**src/rtl/spi_mstr_pkg.sv**
```systemverilog
// spi_pkg: shared types and constants for the scope front-end SPI master.
//   state_t      - transfer FSM states
//   SS_*         - slave select indices (trigger DAC, AFE gain DACs, EEPROM)
//   BIT_COUNT    - bits per transfer
//   BACK_PORCH_CLKS - clk cycles SS_n stays low after the last SCLK fall
//   ss_decode()  - slave index to one-hot-low SS_n pattern
package spi_pkg;

    typedef enum logic [1:0] {
        IDLE       = 2'd0,
        SHIFT      = 2'd1,
        BACK_PORCH = 2'd2,
        DONE       = 2'd3
    } state_t;

    localparam logic [2:0] SS_TRIG = 3'd0;
    localparam logic [2:0] SS_CH1  = 3'd1;
    localparam logic [2:0] SS_CH2  = 3'd2;
    localparam logic [2:0] SS_CH3  = 3'd3;
    localparam logic [2:0] SS_EEP  = 3'd4;

    localparam int BIT_COUNT       = 16;
    localparam int BACK_PORCH_CLKS = 16;

    // Indices 5..7 have no device: nothing is selected, but the caller
    // still runs the transfer so command decode always sees a done pulse.
    function automatic logic [4:0] ss_decode(input logic [2:0] idx);
        logic [4:0] sel_n;
        sel_n = 5'h1F;
        case (idx)
            SS_TRIG: sel_n = 5'b11110;
            SS_CH1:  sel_n = 5'b11101;
            SS_CH2:  sel_n = 5'b11011;
            SS_CH3:  sel_n = 5'b10111;
            SS_EEP:  sel_n = 5'b01111;
            default: sel_n = 5'h1F;
        endcase
        return sel_n;
    endfunction

endpackage

```
**src/rtl/spi_mstr_sync2.sv**
```systemverilog
// sync2: two-flop synchronizer for the asynchronous MISO line.
//   clk   - system clock
//   rst_n - asynchronous active-low reset (flops clear to 0)
//   d_i   - asynchronous input
//   q_o   - input synchronized to clk, two cycles of latency
module sync2 (
    input  logic clk,
    input  logic rst_n,
    input  logic d_i,
    output logic q_o
);

    logic meta_q;
    logic sync_q;

    always_ff @(posedge clk or negedge rst_n) begin
        if (!rst_n) begin
            meta_q <= 1'b0;
            sync_q <= 1'b0;
        end else begin
            meta_q <= d_i;
            sync_q <= meta_q;
        end
    end

    assign q_o = sync_q;

endmodule

```
**src/rtl/spi_mstr.sv**
```systemverilog
// spi_mstr: mode-0 (CPOL=0, CPHA=0) SPI master, 16-bit words, 5 slave selects.
//   clk, rst_n  - system clock, asynchronous active-low reset
//   wrt_SPI     - start strobe, accepted only in IDLE
//   SPI_data    - word to send MSB first, latched on acceptance
//   ss          - slave index, latched with SPI_data
//   MISO        - serial input (asynchronous, synchronized internally)
//   SCLK, MOSI  - serial clock and data out
//   SS_n        - active-low one-hot slave selects
//   SPI_done    - one-cycle completion pulse
//   rd_data     - low byte received in the last completed transfer
//   busy        - high from the accepting edge through the SPI_done cycle
//   state_dbg   - current FSM state, for observation only
//
// Handshake: wrt_SPI is a strobe, not a held request. It is taken on a clock
// edge where the FSM is IDLE; any strobe while busy (including the SPI_done
// cycle) is dropped, there is no queueing.
//
// All outputs are registered from the current state, so every output lags
// the internal state by one clock: the FSM enters SHIFT on the accepting
// edge and SS_n falls one edge later, SCLK rises 16 clk after that.
module spi_mstr
    import spi_pkg::*;
#(
    parameter int SCLK_DIV_LOG2 = 5
) (
    input  logic       clk,
    input  logic       rst_n,
    input  logic       wrt_SPI,
    input  logic [15:0] SPI_data,
    input  logic [2:0] ss,
    input  logic       MISO,
    output logic       SCLK,
    output logic       MOSI,
    output logic [4:0] SS_n,
    output logic       SPI_done,
    output logic [7:0] rd_data,
    output logic       busy,
    output state_t     state_dbg
);

    localparam int DW = SCLK_DIV_LOG2;
    // Sample MISO one clk after the internal rising point (div MSB set).
    localparam logic [DW-1:0] DIV_CAPT = DW'((1 << (DW - 1)) + 1);
    localparam logic [DW-1:0] DIV_LAST = '1;
    localparam logic [DW-1:0] BP_LAST  = DW'(BACK_PORCH_CLKS - 1);
    localparam logic [4:0]    LAST_BIT = 5'(BIT_COUNT - 1);

    state_t        state_q;
    logic [DW-1:0] div_q;
    logic [4:0]    bit_cnt_q;
    logic [15:0]   shift_q;
    logic [2:0]    ss_q;
    logic          miso_bit_q;
    logic          sclk_q;
    logic          mosi_q;
    logic [4:0]    ss_n_q;
    logic          done_q;
    logic [7:0]    rd_q;
    logic          busy_q;
    logic          miso_s;
    logic [DW-1:0] div_d;

    sync2 u_miso_sync (
        .clk   (clk),
        .rst_n (rst_n),
        .d_i   (MISO),
        .q_o   (miso_s)
    );

    assign div_d = div_q + 1'b1;

    always_ff @(posedge clk or negedge rst_n) begin
        if (!rst_n) begin
            state_q    <= IDLE;
            div_q      <= '0;
            bit_cnt_q  <= '0;
            shift_q    <= '0;
            ss_q       <= '0;
            miso_bit_q <= 1'b0;
            sclk_q     <= 1'b0;
            mosi_q     <= 1'b0;
            ss_n_q     <= 5'h1F;
            done_q     <= 1'b0;
            rd_q       <= 8'h00;
            busy_q     <= 1'b0;
        end else begin
            sclk_q <= (state_q == SHIFT) ? div_q[DW-1] : 1'b0;
            mosi_q <= (state_q == SHIFT) ? shift_q[15] : 1'b0;
            ss_n_q <= (state_q == SHIFT || state_q == BACK_PORCH) ?
                      ss_decode(ss_q) : 5'h1F;
            done_q <= (state_q == DONE);
            // In IDLE busy follows the accepted strobe; elsewhere it holds
            // through DONE so the registered copy covers the SPI_done cycle.
            busy_q <= (state_q != IDLE) || wrt_SPI;

            case (state_q)
                IDLE: begin
                    if (wrt_SPI) begin
                        shift_q   <= SPI_data;
                        ss_q      <= ss;
                        div_q     <= '0;
                        bit_cnt_q <= '0;
                        state_q   <= SHIFT;
                    end
                end
                SHIFT: begin
                    div_q <= div_d;
                    if (div_q == DIV_CAPT) begin
                        miso_bit_q <= miso_s;
                    end
                    // div wrapping to 0 is the SCLK falling point.
                    if (div_q == DIV_LAST) begin
                        shift_q   <= {shift_q[14:0], miso_bit_q};
                        bit_cnt_q <= bit_cnt_q + 1'b1;
                        if (bit_cnt_q == LAST_BIT) begin
                            div_q   <= '0;
                            state_q <= BACK_PORCH;
                        end
                    end
                end
                BACK_PORCH: begin
                    div_q <= div_d;
                    if (div_q == BP_LAST) begin
                        state_q <= DONE;
                    end
                end
                DONE: begin
                    rd_q    <= shift_q[7:0];
                    state_q <= IDLE;
                end
                default: state_q <= IDLE;
            endcase
        end
    end

    assign SCLK      = sclk_q;
    assign MOSI      = mosi_q;
    assign SS_n      = ss_n_q;
    assign SPI_done  = done_q;
    assign rd_data   = rd_q;
    assign busy      = busy_q;
    assign state_dbg = state_q;

endmodule

```
**config.mk**
```make
export PLATFORM = sky130hd
export DESIGN_NAME = spi_mstr
export DESIGN_NICKNAME = d
export VERILOG_FILES = /design/src/rtl/spi_mstr_pkg.sv /design/src/rtl/spi_mstr_sync2.sv /design/src/rtl/spi_mstr.sv
export SDC_FILE = /design/constraint.sdc
export NUM_CORES = 1
export LEC_CHECK = 0
export ABC_AREA = 1
export CORE_MARGIN = 8
export CORE_UTILIZATION = 30
export DETAILED_ROUTE_END_ITERATION = 12
export HOLD_SLACK_MARGIN = 0.05
export PLACE_DENSITY = 0.56
export SLEW_MARGIN = 30
export SYNTH_ARGS = -nofsm -noshare
export SYNTH_HDL_FRONTEND = slang
export SYNTH_SLANG_ARGS = --single-unit
```
**constraint.sdc**
```tcl
create_clock -name clk -period 2.1 [get_ports clk]
set_input_delay 0.42 -clock clk [delete_from_list [all_inputs] [get_ports clk]]
set_output_delay 0.42 -clock clk [all_outputs]
set_load 0.01 [all_outputs]
```
==> flow_metrics.env <==
export IMPL_place_area_um2=2970
export IMPL_die_area_um2=11300
export IMPL_grt_pass1_wl_mm=8.46
export IMPL_ctsRootBufferMaster="clkbuf_8"
export IMPL_n_antenna_cell=0
export IMPL_synth_fp_nets=299
export IMPL_ir_worst_vdd_uv=623
export IMPL_relSlewSlack=0.624
export IMPL_power_density_nw_per_um2=1470
export IMPL_fp_coreArea_um2=8050
export IMPL_overflow=0
export IMPL_place_inst=407
export IMPL_vias=1803
export IMPL_end_kind="register"
export IMPL_path_buf_inv=4
export IMPL_clock_sinks=51
export IMPL_clock_latency_ns=0.30
export IMPL_tightest_slew_ns=0.563
export IMPL_postLayoutCoreUtil=0.385
export IMPL_timing_rr_end="shift_q[12]"
export IMPL_hold_buffers=0
export IMPL_ff2ff_path_depth=13
export IMPL_ff2ff_setup_slack_ns=0.29
export IMPL_ant_nets=0
export IMPL_die_y_um=106
export IMPL_die_w_um=106
export IMPL_hold_viol_final=0
export IMPL_slowest_stage="dfrtp_1"
export IMPL_rows=33
export IMPL_dr_pass1_iters=4
export IMPL_syn_cell_area_um2=2440
export IMPL_fin_skew_ns=0.00569
export IMPL_ys_warnings_count=0
export IMPL_cp_slowest_stage_delay_ns=0.42
export IMPL_outcome="finished, final reports clean"
export IMPL_setup_viol=0
export IMPL_area_delta_synth_final_pct=26.8
export IMPL_arrival_ns=2.05
export IMPL_drt_iter0_markers=66
export IMPL_fin_ws_ns=0.286
export IMPL_critPathLaunch="div_q[0]"
export IMPL_layout_nets=342
export IMPL_cp_start_kind="register"
export IMPL_crit_family="simple AND/OR/NAND/NOR gates"
export IMPL_final_fill_count=844
export IMPL_setup_tns_ns=0
export IMPL_crit_cells=13
export IMPL_synth_cell_types=23
export IMPL_syn_area_per_cell_um2=9.19
export IMPL_postCtsResizedCells=0
export IMPL_path_cells="ha_1 > nand2_1 > nor2_1 > ha_1 > inv_1 > nand2_1 > nand2_2 > inv_4 > nand2_8 > inv_4 > buf_12 > nand2_1 > o21ai_2"
export IMPL_initial_core_util=0.303
export IMPL_post_cts_buffers=0
export IMPL_timing_rr_start="div_q[0]"
export IMPL_period_share=0.864
export IMPL_cap_violations=0
export IMPL_totalWireLength_mm=4.82
export IMPL_grtUsageTotal=0.0919
export IMPL_crit_required_ns=2.34
export IMPL_cpMostUsedCell="nand2_1"
export IMPL_htree_levels=2
export IMPL_antenna_found_initial=0
export IMPL_critPathCapture="shift_q[12]"
export IMPL_pre_cts_ws_ns=0.304
export IMPL_grt_pass1_vias=1906
export IMPL_cts_buffer_depth=2
export IMPL_total_leakage_power_uw=0.00142
export IMPL_cts_made_buffers=5
export IMPL_grt_max_degree=52
export IMPL_path_class="register to register"
export IMPL_fin_crit_ns=1.81
export IMPL_port_buffers=41
export IMPL_path_max_fanout=32
export IMPL_dpl_hpwl_mm=3.45
export IMPL_design_area_um2=3100
export IMPL_cts_tree="built"
export IMPL_seq_area_frac_synth=0.525
export IMPL_drv_slew=0
export IMPL_vias_per_cell=4.34
export IMPL_wire_per_inst_um=11.6
export IMPL_synth_seq_cells=51
export IMPL_fin_cells=415
export IMPL_syn_instance_count=266
export IMPL_clk_pin_slew_ns=0.09
export IMPL_hp_class="input pin to async pin"
export IMPL_gp_congestion=0.789
export IMPL_drive_above_1_share=0.177
export IMPL_drc_errors=0
export IMPL_fmax_mhz=551
export IMPL_rsz0062_at_grt="no"
export IMPL_ioPinCount=42
report_power, final:
part           switching (uW)  total, uW  internal (uW)  leakage (uW)
registers                 192       1570           1380      0.000625
clock network             316        792            476     0.0000654
logic                    1300       2200            899      0.000730
total                    1810       4560           2750       0.00142
worst min-delay path by stage:
stage / slack (ns) / cells after the start / endpoint
5_1_grt: 0.09 / 2 / rd_data[4]
4_1_cts: 0.08 / 2 / ss_q[0]
2_1_floorplan: 0.12 / 0 / MOSI
3_5_place_dp: 0.34 / 0 / u_miso_sync.q_o
3_3_place_gp: 0.33 / 0 / u_miso_sync.q_o
6_report: 0.08 / 2 / rd_data[6]
sequential cells by signal, indices dropped and copies added, names as in the netlist:
register,count
rd_data,8
MOSI,1
miso_bit_q,1
SCLK,1
busy,1
u_miso_sync.q_o,1
div_q,5
ss_q,3
state_dbg,2
shift_q,16
SPI_done,1
bit_cnt_q,5
SS_n,5
u_miso_sync.meta_q,1
per-layer routing:
metal  routed length, um  GRT usage  part of all wire
met1                2260      0.108              0.47
met2                2180      0.147              0.45
met3                 334     0.0363             0.069
met4                  53     0.0362             0.011
met5                   0          0                 0
cell families (layout without fill, tap and decap cells):
kind of cell	after synthesis	after routing	synth area share
simple gates	105	105	0.194
compound gates	51	51	0.130
flops	51	51	0.525
buf+inv	46	90	0.0870
fa+ha+maj	10	10	0.0512
mux	2	2	0.00922
xor+xnor	1	1	0.00358
layout by cell type, fill, tap and decap left out, drive strengths merged:
cell	netlist	final
buf	8	5
xnor2	1	1
clkbuf	1	6
ha	10	10
a21oi	11	11
mux2	2	2
o21ai	39	39
nand4	4	4
nor3	1	1
o31ai	1	1
clkdlybuf4s50	0	40
nor2	18	18
dfstp	5	5
bufinv	0	2
nand3	10	10
dfrtp	46	46
inv	37	37
nand2	72	72
metrics by stage:
step / hold slack [ns] / power, uW
final: 0.0801 / 4560
after CTS: 0.0847 / 4660
after global placement: 0.334 / 3810
after detailed placement: 0.338 / 3830
after floorplan: 0.124 / 3190
after global routing: 0.0925 / 4990
area by class of cell:
cell class / instances / area (um^2) / share of cell area
Sequential cell: 51 / 1280 / 0.414
Multi-Input combinational cell: 169 / 948 / 0.306
Timing Repair Buffer: 45 / 460 / 0.149
Inverter: 37 / 144 / 0.0464
Tap cell: 105 / 131 / 0.0424
Clock buffer: 6 / 72.6 / 0.0234
Clock inverter: 2 / 60.1 / 0.0194
synth_stat cells:
| cell type | instances | area, um^2 |
|---|---|---|
| nor2_1 | 18 | 67.6 |
| o21ai_1 | 1 | 5.00 |
| nand2_1 | 55 | 206 |
| nand3_1 | 10 | 50.1 |
| xnor2_1 | 1 | 8.76 |
| dfstp_2 | 5 | 131 |
| buf_6 | 4 | 45.0 |
| inv_1 | 34 | 128 |
| dfrtp_1 | 46 | 1150 |
| clkbuf_1 | 1 | 3.75 |
| o31ai_1 | 1 | 7.51 |
| a21oi_1 | 11 | 55.1 |
| buf_2 | 4 | 20.0 |
| inv_4 | 2 | 12.5 |
| o21ai_0 | 22 | 110 |
| mux2_2 | 2 | 22.5 |
| nor3_1 | 1 | 5.00 |
| nand2_2 | 16 | 100 |
| inv_2 | 1 | 3.75 |
| nand4_1 | 4 | 25.0 |
| nand2_8 | 1 | 20.0 |
| o21ai_2 | 16 | 140 |
| ha_1 | 10 | 125 |
(Power assumes the default switching activity.)
